**src/rtl/sayac_pkg.sv**
```systemverilog
// sayac_pkg: shared encodings for the SAYAC multi-mode counter.
//   cnt_mode_e  : terminal-count behaviour selected by the `mode` input
//   cnt_state_e : run/halt state of the counter (HALT only after a one-shot)
package sayac_pkg;

  typedef enum logic [1:0] {
    CNT_FREE    = 2'd0,
    CNT_MODULO  = 2'd1,
    CNT_ONESHOT = 2'd2,
    CNT_RELOAD  = 2'd3
  } cnt_mode_e;

  typedef enum logic {
    RUN  = 1'b0,
    HALT = 1'b1
  } cnt_state_e;

endpackage

```
**src/rtl/sayac_prescaler.sv**
```systemverilog
// sayac_prescaler: divides the count enable down to a tick.
//   clk, rst_n  : clock, async active-low reset
//   i_en        : count enable (level); pc advances only while high
//   i_clear     : synchronous clear of pc (driven by counter load)
//   i_prescale  : tick every i_prescale+1 enabled cycles
//   o_tick      : combinational tick, en && (pc == prescale)
module sayac_prescaler #(
  parameter int PW = 8
) (
  input  logic          clk,
  input  logic          rst_n,
  input  logic          i_en,
  input  logic          i_clear,
  input  logic [PW-1:0] i_prescale,
  output logic          o_tick
);

  logic [PW-1:0] r_pc;

  assign o_tick = i_en && (r_pc == i_prescale);

  // A lowered prescale below the current pc lets pc run on and wrap
  // around before the next tick; no early restart is forced.
  always_ff @(posedge clk or negedge rst_n) begin
    if (!rst_n)                 r_pc <= '0;
    else if (i_clear || o_tick) r_pc <= '0;
    else if (i_en)              r_pc <= r_pc + 1'b1;
  end

endmodule

```
**src/rtl/sayac_counter_mm.sv**
```systemverilog
// sayac_counter_mm: multi-mode up/down counter with limit, four
// terminal-count modes (free/modulo/one-shot/reload) and a prescaler.
//   clk, rst_n   : clock, async active-low reset
//   load         : sync load of initValue (beats a coincident tick)
//   initValue    : value loaded on load
//   en           : count enable, fed through the prescaler
//   dir          : 0 up, 1 down
//   mode         : cnt_mode_e
//   limit        : up terminal (non-FREE); down-wrap target in MODULO
//   reloadValue  : terminal reload value in RELOAD mode
//   prescale     : tick every prescale+1 enabled cycles
//   dataOut      : registered count
//   co           : registered one-cycle terminal event pulse
//   tc           : combinational "dataOut is at terminal"
//   done         : sticky one-shot completion flag
module sayac_counter_mm
  import sayac_pkg::*;
#(
  parameter int N  = 16,
  parameter int PW = 8
) (
  input  logic          clk,
  input  logic          rst_n,
  input  logic          load,
  input  logic [N-1:0]  initValue,
  input  logic          en,
  input  logic          dir,
  input  logic [1:0]    mode,
  input  logic [N-1:0]  limit,
  input  logic [N-1:0]  reloadValue,
  input  logic [PW-1:0] prescale,
  output logic [N-1:0]  dataOut,
  output logic          co,
  output logic          tc,
  output logic          done
);

  localparam logic [N-1:0] ALL_ONES = {N{1'b1}};

  cnt_mode_e  w_mode;
  cnt_state_e r_state, w_state_nxt;
  logic       w_tick;
  logic       w_run;
  logic       w_step;
  logic [N-1:0] r_data;
  logic [N-1:0] w_data_nxt;
  logic         r_co;
  logic         r_done;

  assign w_mode = cnt_mode_e'(mode);

  sayac_prescaler #(.PW(PW)) u_presc (
    .clk        (clk),
    .rst_n      (rst_n),
    .i_en       (en),
    .i_clear    (load),
    .i_prescale (prescale),
    .o_tick     (w_tick)
  );

  // Up terminal uses >= so a value stranded above a newly lowered limit
  // still wraps on the next tick instead of running to all-ones.
  always_comb begin
    tc = 1'b0;
    if (dir)                    tc = (r_data == '0);
    else if (w_mode == CNT_FREE) tc = (r_data == ALL_ONES);
    else                        tc = (r_data >= limit);
  end

  // FSM: state register
  always_ff @(posedge clk or negedge rst_n) begin
    if (!rst_n) r_state <= RUN;
    else        r_state <= w_state_nxt;
  end

  // FSM: next state
  always_comb begin
    w_state_nxt = r_state;
    if (load)
      w_state_nxt = RUN;
    else if (r_state == RUN && w_tick && tc && w_mode == CNT_ONESHOT)
      w_state_nxt = HALT;
  end

  // FSM: outputs
  always_comb begin
    w_run  = (r_state == RUN);
    w_step = w_run && w_tick;
  end

  // Next count value for an accepted tick.
  always_comb begin
    w_data_nxt = r_data;
    if (!tc) begin
      w_data_nxt = dir ? r_data - 1'b1 : r_data + 1'b1;
    end else begin
      case (w_mode)
        CNT_FREE:    w_data_nxt = dir ? ALL_ONES : '0;
        CNT_MODULO:  w_data_nxt = dir ? limit    : '0;
        CNT_ONESHOT: w_data_nxt = r_data;
        CNT_RELOAD:  w_data_nxt = reloadValue;
        default:     w_data_nxt = r_data;
      endcase
    end
  end

  always_ff @(posedge clk or negedge rst_n) begin
    if (!rst_n) begin
      r_data <= '0;
      r_co   <= 1'b0;
      r_done <= 1'b0;
    end else if (load) begin
      r_data <= initValue;
      r_co   <= 1'b0;
      r_done <= 1'b0;
    end else begin
      r_co <= w_step && tc;
      if (w_step) r_data <= w_data_nxt;
      if (w_step && tc && w_mode == CNT_ONESHOT) r_done <= 1'b1;
    end
  end

  assign dataOut = r_data;
  assign co      = r_co;
  assign done    = r_done;

endmodule

```
**config.mk**
```make
export PLATFORM = sky130hd
export DESIGN_NAME = sayac_counter_mm
export DESIGN_NICKNAME = d
export VERILOG_FILES = /design/src/rtl/sayac_pkg.sv /design/src/rtl/sayac_prescaler.sv /design/src/rtl/sayac_counter_mm.sv
export SDC_FILE = /design/constraint.sdc
export NUM_CORES = 1
export LEC_CHECK = 0
export BUFFER_PORTS_ARGS = -buffer_cell sky130_fd_sc_hd__buf_4
export CORE_MARGIN = 8
export CORE_UTILIZATION = 40
export DETAILED_ROUTE_END_ITERATION = 6
export HOLD_SLACK_MARGIN = 0.03
export PLACE_DENSITY = 0.66
export SLEW_MARGIN = 0
export SYNTH_ARGS = -nofsm -noshare
export SYNTH_HDL_FRONTEND = slang
export SYNTH_SLANG_ARGS = --single-unit
```
**constraint.sdc**
```tcl
create_clock -name clk -period 2.75 [get_ports clk]
set_input_delay 0.275 -clock clk [delete_from_list [all_inputs] [get_ports clk]]
set_output_delay 0.275 -clock clk [all_outputs]
set_load 0.005 [all_outputs]
```
==> results.md <==
- Register area share after synthesis: 22.06%
- Setup TNS: 0 ns
- Synth Net Count: 453
- FF-to-FF Start: dataOut[0]
- Gr usage total: 19.40%
- Post-DRT Antenna Nets: 0
- Final WL: 10,090 µm
- Register bit count reported by yosys: 26
- Clock Skew: 0.002051 ns
- Vias in the first global route: approximately 3,100
- Area Growth Syn to Fin: 30.72%
- Wire per inst: 18.59 µm
- Tightest Hold Check Type: primary input to flop
- Fmax: 374.3 MHz
- Sink Count: 26
- CTS Buffer Depth: 2
- Post-synthesis async set-or-reset flop share: 100.0%
- Min-delay src: initValue[10]
- Initial core utilization: 40.88%
- Relative slew margins: 46.06%
- Yosys cell types: 65
- Final worst path period share: a little over nine tenths
- Leak: 1.756 nW
- Clock Latency Late Sink: 0.27 ns
- DRC: 0
- Worst setup path class: flop to primary output
- Max-cap check violation count: 0
- WP data arrival: 2.40 ns
- Initial antenna violation count: 0
- Switching Power: approximately 770 µW
- CTS tree: yes
- Die area: 10,380 µm²
- Avg Inst Size Synth: 8.238 µm²
- Synth Instances: 358
- Final Hold Viols: 0
- Required @ worst endpoint: about 2.5 ns
- Switching Fraction: between 30% and 40%
- EDFF count, synth: 0
- GPL Wtd Cong: 0.9803
- Critical path fanouts, max: 5
- Share of cells above drive strength 1: 28.60%
- Multi-input gate area: roughly 2200 µm²
- IO Pins: 82
- Comb pwr share: 56.7%
- Clock share of power: about 17%
- Int Power: 1.153 mW
- Main flop type after synthesis: dfrtp_1
- Nets@finish: 540
- Clock transition at path regs: 0.10 ns
- Die H: 101.9 µm
- Tmin final: 2.672 ns
- Root Buffer: clkbuf_8
- Fin. max-slew vios: 0
- Outcome: complete, no violations
- Pwr dens: 497.9 nW/µm²
- Total power: roughly 1.9 mW
- Via-per-instance ratio: between 5 and 6
- GRT overflow: 0
- CTS H-tree lvls: 1
- Core area: 7214 µm²
- Fill cell count: 713
- Mapped Area: 2949 µm²
- VDD IR-drop max: 0.0002531 V
- Pre-antenna DRT Iters: 5
- Post-DP HPWL: 7965 µm
- IO Port Bufs: 81
- Crit path launch: dataOut[0]
- Vias: 3,190
- DRT iter0 DRCs: 199
- Hold-critical path depth: 3
- Element type at the critical path end: primary output
- Global-route wire length before repair: 16,210 µm
- Largest net degree at the start of global routing: 29
- CP Launch Type: flop
- Register area: around 650 µm²
- Syn. warnings: 0
- Cts bufs inserted: 3
- Ant. Diodes: 0
- Final Setup Violations: 0
- Sequential power share: around a quarter
- FF-to-FF path depth: 10
- Actual slew at the worst max-slew pin: 0.8087 ns
- Cell Rows: 31
- Die X: 101.9 µm
-- power by group through the flow --
| stage | clock network, mW | logic (mW) | registers [mW] |
|---|---|---|---|
| after floorplan | 0 | 0.664 | 0.508 |
| after global placement | 0 | 1.04 | 0.509 |
| after detailed placement | 0 | 1.06 | 0.510 |
| after CTS | 0.329 | 1.06 | 0.502 |
| after global routing | 0.341 | 1.19 | 0.511 |
| final | 0.325 | 1.09 | 0.506 |
-- logic make-up (layout without fill, tap and decap cells) --
kind of cell | Yosys count | after routing | share of synthesized area, %
and+or+nand+nor | 100 | 100 | 17.82
adders and majority gates | 32 | 32 | 13.83
muxes | 2 | 2 | 0.6789
buffers and inverters | 40 | 126 | 5.600
DFF | 26 | 26 | 22.06
xor gates and xnor gates | 28 | 28 | 8.315
AOI/OAI and AO/OA | 130 | 130 | 31.69
-- cell usage in the layout (no fill, tap or decap), drive strengths merged, types with 3 or more instances in the layout --
| cell type | n |
|---|---|
| ha | 31 |
| a21oi | 27 |
| o21ai | 34 |
| and3 | 5 |
| a22oi | 8 |
| dfrtp | 26 |
| nand2b | 6 |
| clkbuf | 3 |
| buf | 99 |
| o31ai | 4 |
| and2 | 3 |
| xor2 | 11 |
| inv | 22 |
| or3 | 3 |
| o22ai | 4 |
| nor4 | 5 |
| nor2 | 20 |
| a21o | 6 |
| nand4 | 11 |
| nand3 | 6 |
| o21a | 6 |
| a221o | 3 |
| o211ai | 5 |
| a31oi | 3 |
| xnor2 | 17 |
| nand2 | 26 |
| nor3 | 8 |
| a211oi | 9 |
-- synth_stat cells, types with 8 or more instances --
| cell type | number | area share, % |
|---|---|---|
| nor3_1 | 8 | 1.4 |
| xor2_1 | 11 | 3.3 |
| nand2_1 | 26 | 3.3 |
| xnor2_1 | 17 | 5.0 |
| nand4_1 | 11 | 2.3 |
| ha_1 | 31 | 13 |
| a22oi_1 | 8 | 2.0 |
| inv_1 | 21 | 2.7 |
| clkbuf_1 | 12 | 1.5 |
| a21oi_1 | 27 | 4.6 |
| o21ai_1 | 9 | 1.5 |
| o21ai_0 | 24 | 4.1 |
| dfrtp_1 | 26 | 22 |
| nor2_1 | 19 | 2.4 |
-- sequential cells by signal, indices dropped and copies added, names as in the netlist --
signal	cells
u_presc.r_pc	8
done	1
dataOut	16
co	1
-- stage by stage --
stage / utilization [%] / hold slack [ns] / cells / worst slack, ns / instance area [µm²]
2_1_floorplan: - / -0.02059 / 358 / 0.1585 / 2949
3_3_place_gp: 51.65 / 0.2119 / 537 / 0.1727 / 3726
3_5_place_dp: 51.65 / 0.2054 / 537 / 0.05363 / 3726
4_1_cts: 52.79 / 0.2761 / 542 / 0.01207 / 3809
5_1_grt: 53.43 / 0.2863 / 543 / -0.05113 / 3855
6_report: 53.43 / 0.2764 / 543 / 0.07840 / 3855
-- worst paths after layout --
path                                    end  slack (ns)
worst max-delay path                     tc        0.08
worst min-delay path            dataOut[10]        0.28
max in group asynchronous       dataOut[15]        2.02
min in group asynchronous        dataOut[3]        0.44
worst max register to register   dataOut[4]        0.11
worst min register to register           co        0.53
-- cell type report --
class	count	area share, %
clock inverter	1	0.7790
sequential	26	16.91
clock buffer	3	1.071
multi-input combinational	292	56.35
timing repair buffer	100	19.54
inverter	22	2.142
tap	99	3.213
-- timing repair --
item | 4_1_cts | 5_1_grt
hold endpoints to repair | 26 | 0
resized for setup | 1 | 5
setup endpoints to repair | 1 | 2
pin swaps | 0 | 1
hold buffers | 1 | 0
buffers inserted | 0 | 1
-- critical path, stage by stage (launching register included) --
cell,delay [ns]
dfrtp_1,0.39
inv_1,0.12
ha_1,0.24
nand2b_4,0.15
a2111oi_4,0.36
nor4_2,0.11
o311a_4,0.36
nor2_4,0.14
inv_2,0.10
buf_4,0.15
-- per-layer routing --
layer	part of all wire [%]	global-route usage [%]	up-vias
met1	46	28.42	1514
met4	1.2	4.966	0
met3	8.6	2.725	11
met2	44	28.82	145
li1	-	-	1520
met5	0	0	-
(Power assumes the default switching activity.)
